## src/rtl/window_spill_fill_if.sv

```systemverilog
// Bundle between the register-window spill/fill engine and its CPU-side environment:
// window pointer register, windowed register file and data memory.
interface window_spill_fill_if #(
    parameter int DATA_W = 8,
    parameter int ADDR_W = 10
);
    logic              call;
    logic              ret;
    logic [1:0]        cwp;
    logic              cwp_ld;
    logic [1:0]        cwp_next;
    logic              stall;
    logic [1:0]        rf_win;
    logic [2:0]        rf_idx;
    logic [DATA_W-1:0] rf_rdata;
    logic              rf_we;
    logic [DATA_W-1:0] rf_wdata;
    logic [ADDR_W-1:0] mem_addr;
    logic              mem_we;
    logic [DATA_W-1:0] mem_wdata;
    logic [DATA_W-1:0] mem_rdata;
    logic              err;

    modport master (
        output call, ret, cwp, rf_rdata, mem_rdata,
        input  cwp_ld, cwp_next, stall, rf_win, rf_idx, rf_we, rf_wdata,
               mem_addr, mem_we, mem_wdata, err
    );

    modport slave (
        input  call, ret, cwp, rf_rdata, mem_rdata,
        output cwp_ld, cwp_next, stall, rf_win, rf_idx, rf_we, rf_wdata,
               mem_addr, mem_we, mem_wdata, err
    );
endinterface

```

## src/rtl/window_spill_fill.sv

```systemverilog
// Register-window overflow/underflow engine: spills a live frame to memory on a call into
// an occupied window, fills it back on a return into a spilled one, and owns the CWP load.
module window_spill_fill #(
    parameter int              DATA_W      = 8,
    parameter int              ADDR_W      = 10,
    parameter logic [ADDR_W-1:0] SPILL_BASE = 10'h380,
    parameter int              SPILL_DEPTH = 16
) (
    input  logic              clk,
    input  logic              rst,
    window_spill_fill_if.slave bus
);
    localparam int S_W = $clog2(SPILL_DEPTH + 1);
    localparam logic [S_W-1:0] DEPTH_S = S_W'(SPILL_DEPTH);

    typedef enum logic [1:0] {IDLE, SPILL, FILL, COMMIT} state_t;

    state_t         state_q, state_d;
    logic [2:0]     r_q, r_d;
    logic [S_W-1:0] s_q, s_d;
    logic [2:0]     idx_q, idx_d;
    logic [1:0]     t_q, t_d;

    logic           cwp_ld, stall, rf_we, mem_we, err, in_xfer;
    logic [1:0]     cwp_next;
    logic [S_W-1:0] s_sel;
    logic [ADDR_W-1:0] xfer_addr;

    // A fill reads back the topmost saved frame, one below the next free spill slot.
    assign s_sel     = (state_q == FILL) ? s_q - S_W'(1) : s_q;
    assign xfer_addr = SPILL_BASE + ADDR_W'({s_sel, 3'b000}) + ADDR_W'(idx_q);
    assign in_xfer   = (state_q == SPILL) || (state_q == FILL);

    always_ff @(posedge clk or negedge rst) begin
        if (!rst) begin
            state_q <= IDLE;
            r_q     <= 3'd1;
            s_q     <= '0;
            idx_q   <= '0;
            t_q     <= '0;
        end else begin
            state_q <= state_d;
            r_q     <= r_d;
            s_q     <= s_d;
            idx_q   <= idx_d;
            t_q     <= t_d;
        end
    end

    always_comb begin
        state_d  = state_q;
        r_d      = r_q;
        s_d      = s_q;
        idx_d    = idx_q;
        t_d      = t_q;
        cwp_ld   = 1'b0;
        cwp_next = 2'd0;
        stall    = 1'b0;
        rf_we    = 1'b0;
        mem_we   = 1'b0;
        err      = 1'b0;
        unique case (state_q)
            IDLE: begin
                if (bus.call && bus.ret) begin
                    err = 1'b1;
                end else if (bus.call) begin
                    if (r_q != 3'd4) begin
                        cwp_ld   = 1'b1;
                        cwp_next = bus.cwp + 2'd1;
                        r_d      = r_q + 3'd1;
                    end else if (s_q != DEPTH_S) begin
                        stall   = 1'b1;
                        state_d = SPILL;
                        t_d     = bus.cwp + 2'd1;
                        idx_d   = 3'd0;
                    end else begin
                        err = 1'b1;
                    end
                end else if (bus.ret) begin
                    if (r_q != 3'd1) begin
                        cwp_ld   = 1'b1;
                        cwp_next = bus.cwp - 2'd1;
                        r_d      = r_q - 3'd1;
                    end else if (s_q != '0) begin
                        stall   = 1'b1;
                        state_d = FILL;
                        t_d     = bus.cwp - 2'd1;
                        idx_d   = 3'd0;
                    end else begin
                        err = 1'b1;
                    end
                end
            end
            SPILL: begin
                stall  = 1'b1;
                mem_we = 1'b1;
                idx_d  = idx_q + 3'd1;
                if (idx_q == 3'd7) begin
                    s_d     = s_q + S_W'(1);
                    state_d = COMMIT;
                end
            end
            FILL: begin
                stall = 1'b1;
                rf_we = 1'b1;
                idx_d = idx_q + 3'd1;
                if (idx_q == 3'd7) begin
                    s_d     = s_q - S_W'(1);
                    state_d = COMMIT;
                end
            end
            COMMIT: begin
                cwp_ld   = 1'b1;
                cwp_next = t_q;
                state_d  = IDLE;
            end
            default: state_d = IDLE;
        endcase
    end

    // Every output is forced low while reset is asserted, even the IDLE combinational paths.
    assign bus.cwp_ld    = rst && cwp_ld;
    assign bus.cwp_next  = rst ? cwp_next : 2'd0;
    assign bus.stall     = rst && stall;
    assign bus.err       = rst && err;
    assign bus.rf_win    = (rst && in_xfer) ? t_q : 2'd0;
    assign bus.rf_idx    = (rst && in_xfer) ? idx_q : 3'd0;
    assign bus.mem_addr  = (rst && in_xfer) ? xfer_addr : {ADDR_W{1'b0}};
    assign bus.rf_we     = rst && rf_we;
    assign bus.rf_wdata  = (rst && rf_we) ? bus.mem_rdata : {DATA_W{1'b0}};
    assign bus.mem_we    = rst && mem_we;
    assign bus.mem_wdata = (rst && mem_we) ? bus.rf_rdata : {DATA_W{1'b0}};
endmodule

```

## src/flat_wrapper.sv

```systemverilog
// flat-port wrapper written by rule: the top's interface ports become plain ports
module window_spill_fill_flat 
#(
    parameter int              DATA_W      = 8,
    parameter int              ADDR_W      = 10,
    parameter logic [ADDR_W-1:0] SPILL_BASE = 10'h380,
    parameter int              SPILL_DEPTH = 16
)
  (clk, rst, bus_call, bus_ret, bus_cwp, bus_rf_rdata, bus_mem_rdata, bus_cwp_ld, bus_cwp_next, bus_stall, bus_rf_win, bus_rf_idx, bus_rf_we, bus_rf_wdata, bus_mem_addr, bus_mem_we, bus_mem_wdata, bus_err);
  window_spill_fill_if #(.DATA_W(DATA_W), .ADDR_W(ADDR_W)) bus_i ();
  input  logic clk;
  input  logic rst;
  input wire logic [$bits(bus_i.call)-1:0] bus_call;
  input wire logic [$bits(bus_i.ret)-1:0] bus_ret;
  input wire logic [$bits(bus_i.cwp)-1:0] bus_cwp;
  input wire logic [$bits(bus_i.rf_rdata)-1:0] bus_rf_rdata;
  input wire logic [$bits(bus_i.mem_rdata)-1:0] bus_mem_rdata;
  output wire logic [$bits(bus_i.cwp_ld)-1:0] bus_cwp_ld;
  output wire logic [$bits(bus_i.cwp_next)-1:0] bus_cwp_next;
  output wire logic [$bits(bus_i.stall)-1:0] bus_stall;
  output wire logic [$bits(bus_i.rf_win)-1:0] bus_rf_win;
  output wire logic [$bits(bus_i.rf_idx)-1:0] bus_rf_idx;
  output wire logic [$bits(bus_i.rf_we)-1:0] bus_rf_we;
  output wire logic [$bits(bus_i.rf_wdata)-1:0] bus_rf_wdata;
  output wire logic [$bits(bus_i.mem_addr)-1:0] bus_mem_addr;
  output wire logic [$bits(bus_i.mem_we)-1:0] bus_mem_we;
  output wire logic [$bits(bus_i.mem_wdata)-1:0] bus_mem_wdata;
  output wire logic [$bits(bus_i.err)-1:0] bus_err;
  assign bus_i.call = bus_call;
  assign bus_i.ret = bus_ret;
  assign bus_i.cwp = bus_cwp;
  assign bus_i.rf_rdata = bus_rf_rdata;
  assign bus_i.mem_rdata = bus_mem_rdata;
  assign bus_cwp_ld = bus_i.cwp_ld;
  assign bus_cwp_next = bus_i.cwp_next;
  assign bus_stall = bus_i.stall;
  assign bus_rf_win = bus_i.rf_win;
  assign bus_rf_idx = bus_i.rf_idx;
  assign bus_rf_we = bus_i.rf_we;
  assign bus_rf_wdata = bus_i.rf_wdata;
  assign bus_mem_addr = bus_i.mem_addr;
  assign bus_mem_we = bus_i.mem_we;
  assign bus_mem_wdata = bus_i.mem_wdata;
  assign bus_err = bus_i.err;
  window_spill_fill #(.DATA_W(DATA_W), .ADDR_W(ADDR_W), .SPILL_BASE(SPILL_BASE), .SPILL_DEPTH(SPILL_DEPTH)) u_core (.clk(clk), .rst(rst), .bus(bus_i));
endmodule
```

## config.mk

```make
export PLATFORM = sky130hd
export DESIGN_NAME = window_spill_fill_flat
export DESIGN_NICKNAME = d
export VERILOG_FILES = /design/src/rtl/window_spill_fill_if.sv /design/src/rtl/window_spill_fill.sv /design/src/flat_wrapper.sv
export SDC_FILE = /design/constraint.sdc
export NUM_CORES = 1
export LEC_CHECK = 0
export ABC_AREA = 1
export CAP_MARGIN = 20
export CORE_MARGIN = 3
export CORE_UTILIZATION = 60
export CTS_CLUSTER_DIAMETER = 80
export DETAILED_ROUTE_END_ITERATION = 6
export DONT_BUFFER_PORTS = 1
export GPL_ROUTABILITY_DRIVEN = 0
export HOLD_SLACK_MARGIN = 0.15
export MAX_ROUTING_LAYER = met4
export PLACE_DENSITY = 0.84
export SLEW_MARGIN = 20
export SYNTH_ARGS = -nofsm -noshare
export SYNTH_HDL_FRONTEND = slang
export SYNTH_SLANG_ARGS = --single-unit
```

## constraint.sdc

```tcl
create_clock -name clk -period 3.4 [get_ports clk]
set_input_delay 0.68 -clock clk [delete_from_list [all_inputs] [get_ports clk]]
set_output_delay 0.68 -clock clk [all_outputs]
set_load 0.03 [all_outputs]
```

==> summary.txt <==
Yosys
  – Most used DFF post-synth: dfrtp_1
  – Synth warnings: 0
  – Syn Area/Cell: approximately 6.7 sq um
  – Synthesized instance count: 251
  – Async SR Flop Fraction: 100.0%
  – EDFF count, synth: 0
  – Area leader, netlist: dfrtp_1
  – Yosys reg bits: 15
  – Post-Syn Area: around 1700 sq um
  – Area share of the largest cell type after synthesis: between 20% and 30%
  – Register area share after synthesis: between 20 and 25%
  – Most common cell in the synthesized netlist: inv_1
  – Most frequent cells after synthesis: 47 x inv_1, 46 x nand2_1, 36 x nor2_1
  – Ranking of synthesized cells by area: dfrtp_1 21%, ha_1 13%, inv_1 11%, nand2_1 10%, nor2_1 8.1%
  – Syn_nets: slightly below 300
  – Post-synth cell types: 28

Drt
  – DR WL/cell: about 13 um
  – Vias: between 1000 and 1500
  – Drt initial violations: 66
  – Post-detailed-routing wire length: 3.512 mm
  – Drt first pass iters: 4
  – Residual DRC: 0
  – Vias/cell: approximately 5.3
  – Final ANT Viol Nets: 0

Pwr
  – Leakage Power: approximately 0.00095 uW
  – Peak supply drop: around 0.57 mV
  – Pwr dens: 794.5 nW/um^2

Cells and area
  – Final net count: between 200 and 300
  – Final Non-Filler Cells: between 200 and 300
  – Synth-to-Final Area Change: 2.013%
  – Ant diodes: 0
  – Design area: between 1500 and 2000 sq um
  – Share of cells above drive strength 1: between 10% and 20%

Place
  – DP HPWL: approximately 2.7 mm
  – Post-Place Worst Slack: 0.6928 ns
  – Dpl cell area: 1675 sq um
  – IO Port Bufs: 0
  – Placed insts: about 280

STA
  – RSZ-0062 raised after global routing: no
  – Final Setup Violations: 0
  – Least-Margin Pin Slew: between 0.7 and 0.8 ns
  – Hold slack: ~0.22 ns
  – Final min period: around 3.0 ns
  – Final Cycle Share: roughly nine tenths
  – Final WS setup: 0.3556 ns
  – Final hold vios: 0
  – Relative slew slack: a little over half
  – Setup skew after layout: about 0.0070 ns
  – Fin. max-slew vios: 0
  – Fmax: 0.3285 GHz
  – Setup TNS: 0 ns

Clocking
  – CTS H-tree depth: 1
  – Num CTS Buffers: 3
  – Total setup buffers inserted after CTS: 0
  – Post-CTS Hold Buffers: 1
  – CTS Buffer Depth: 2
  – CTS tree: built
  – TritonCTS Sinks: 15
  – Clock-pin slew on the worst setup and hold paths: roughly 0.090 ns
  – Worst skew pair latency: approximately 0.29 ns
  – Resize count post-CTS: 0
  – Root buffer cell: clkbuf_4

Setup path
  – Critical Path Sink: bus_stall
  – CP Class: flip-flop to output port
  – Req. time, crit path: between 2 and 3 ns
  – Launch point of the worst path: u_core.state_q[0]
  – CP Launch Type: flip-flop
  – CP max FO: 11
  – FF-to-FF End: u_core.t_q[0]
  – R2r startpoint: u_core.state_q[0]
  – Crit path DAT: about 2.4 ns
  – CP Capture Type: output port
  – R2r worst-path depth: 9
  – Worst R2R Setup Slack: between 1.5 and 2 ns

GRT
  – Initial antenna violation count: 0
  – Global Route Usage Sum: 21.86%
  – Grt ovf: 0
  – Vias in the first global route: roughly 1300
  – Largest net degree at the start of global routing: 15
  – First-pass GRT wire length: around 5.8 mm

Die
  – Die Wd: around 60 um
  – Cell row count: 18
  – Die H: approximately 60 um
  – Starting Density: around 65%
  – Core ar.: 2567 sq um
  – Die Area: ~3500 sq um
  – I/O Pins: 60

Worst hold path
  – Worst min path class: input pin to async pin

Run status
  – Run status: finished clean

Run
  – MaxCap Viol Count: 0
critical path: stages, from the launching register on:
cell     delay (ns)
dfrtp_1        0.44
inv_1          0.10
ha_1           0.46
inv_1          0.08
nor2_1         0.26
nand3_1        0.12
nor2_1         0.12
nor2_1         0.05
nor2_1         0.44
flip-flops by register name, summed over array words and instances (netlist names):
signal	flops
u_core.state_q	2
u_core.idx_q	3
u_core.t_q	2
u_core.s_q	5
u_core.r_q	3
cells in the final DEF (no fill, tap or decap), types with 2 or more instances in the layout:
cell,instances
dfrtp_1,14
nor2_2,4
o21ai_1,3
buf_4,4
nor2_4,2
a21oi_1,8
nand3_2,6
nand2_4,3
o21ai_2,3
nand2_2,8
clkbuf_4,3
o21ai_0,10
xnor2_1,2
nand4_1,7
nand2_1,46
nand3_1,10
ha_1,18
a31oi_1,3
nor2_1,35
xor2_1,5
inv_2,3
inv_1,47
metal layers:
layer  track usage, %  routed length [um]
met2            37.85                1777
met3            4.605                 150
met5                -                   0
met1            26.46                1576
met4            3.560                   7
worst min-delay path by stage:
| stage | startpoint | end | slack, ns | cells after the start |
|---|---|---|---|---|
| floorplan | rst | u_core.idx_q[0] | 0.38 | 0 |
| global placement | rst | u_core.s_q[3] | 0.38 | 0 |
| detailed placement | rst | u_core.s_q[2] | 0.38 | 0 |
| CTS | rst | u_core.r_q[0] | 0.22 | 0 |
| global route | rst | u_core.r_q[0] | 0.20 | 0 |
| finish | rst | u_core.r_q[0] | 0.22 | 0 |
stage by stage:
stage | total power (uW) | utilization [%]
2_1_floorplan | 1121 | -
3_3_place_gp | 1224 | 65.25
3_5_place_dp | 1248 | 65.25
4_1_cts | 1362 | 66.67
5_1_grt | 1494 | 66.67
6_report | 1360 | 66.67
layout make-up:
cell class | count | area (sq um)
Multi-Input combinational cell | 175 | 1040
Fill cell | 233 | 855.8
Sequential cell | 15 | 376.6
Inverter | 51 | 191.4
Timing Repair Buffer | 5 | 40.04
Tap cell | 30 | 37.54
Clock buffer | 4 | 26.28
power by group:
part / total (uW) / internal, uW / leakage (uW) / switching [uW]
registers: 313 / 245 / 0.000196 / 68.1
logic: 937 / 271 / 0.000743 / 667
clock network: 109 / 45.7 / 0.0000150 / 63.7
total: 1360 / 562 / 0.000954 / 798
kinds of logic (layout without fill, tap and decap cells):
family                   count (synthesis)  after routing  share of synthesized area, %
AND/OR/NAND/NOR                        123            123                         35.80
buffers and inverters                   61             60                         15.73
AO/OA/AOI/OAI                           27             27                         8.949
adder cells (fa/ha/maj)                 18             18                         13.42
flip-flops                              15             15                         22.45
XOR/XNOR                                 7              7                         3.654
No activity file was read; power rests on OpenSTA's default activity.
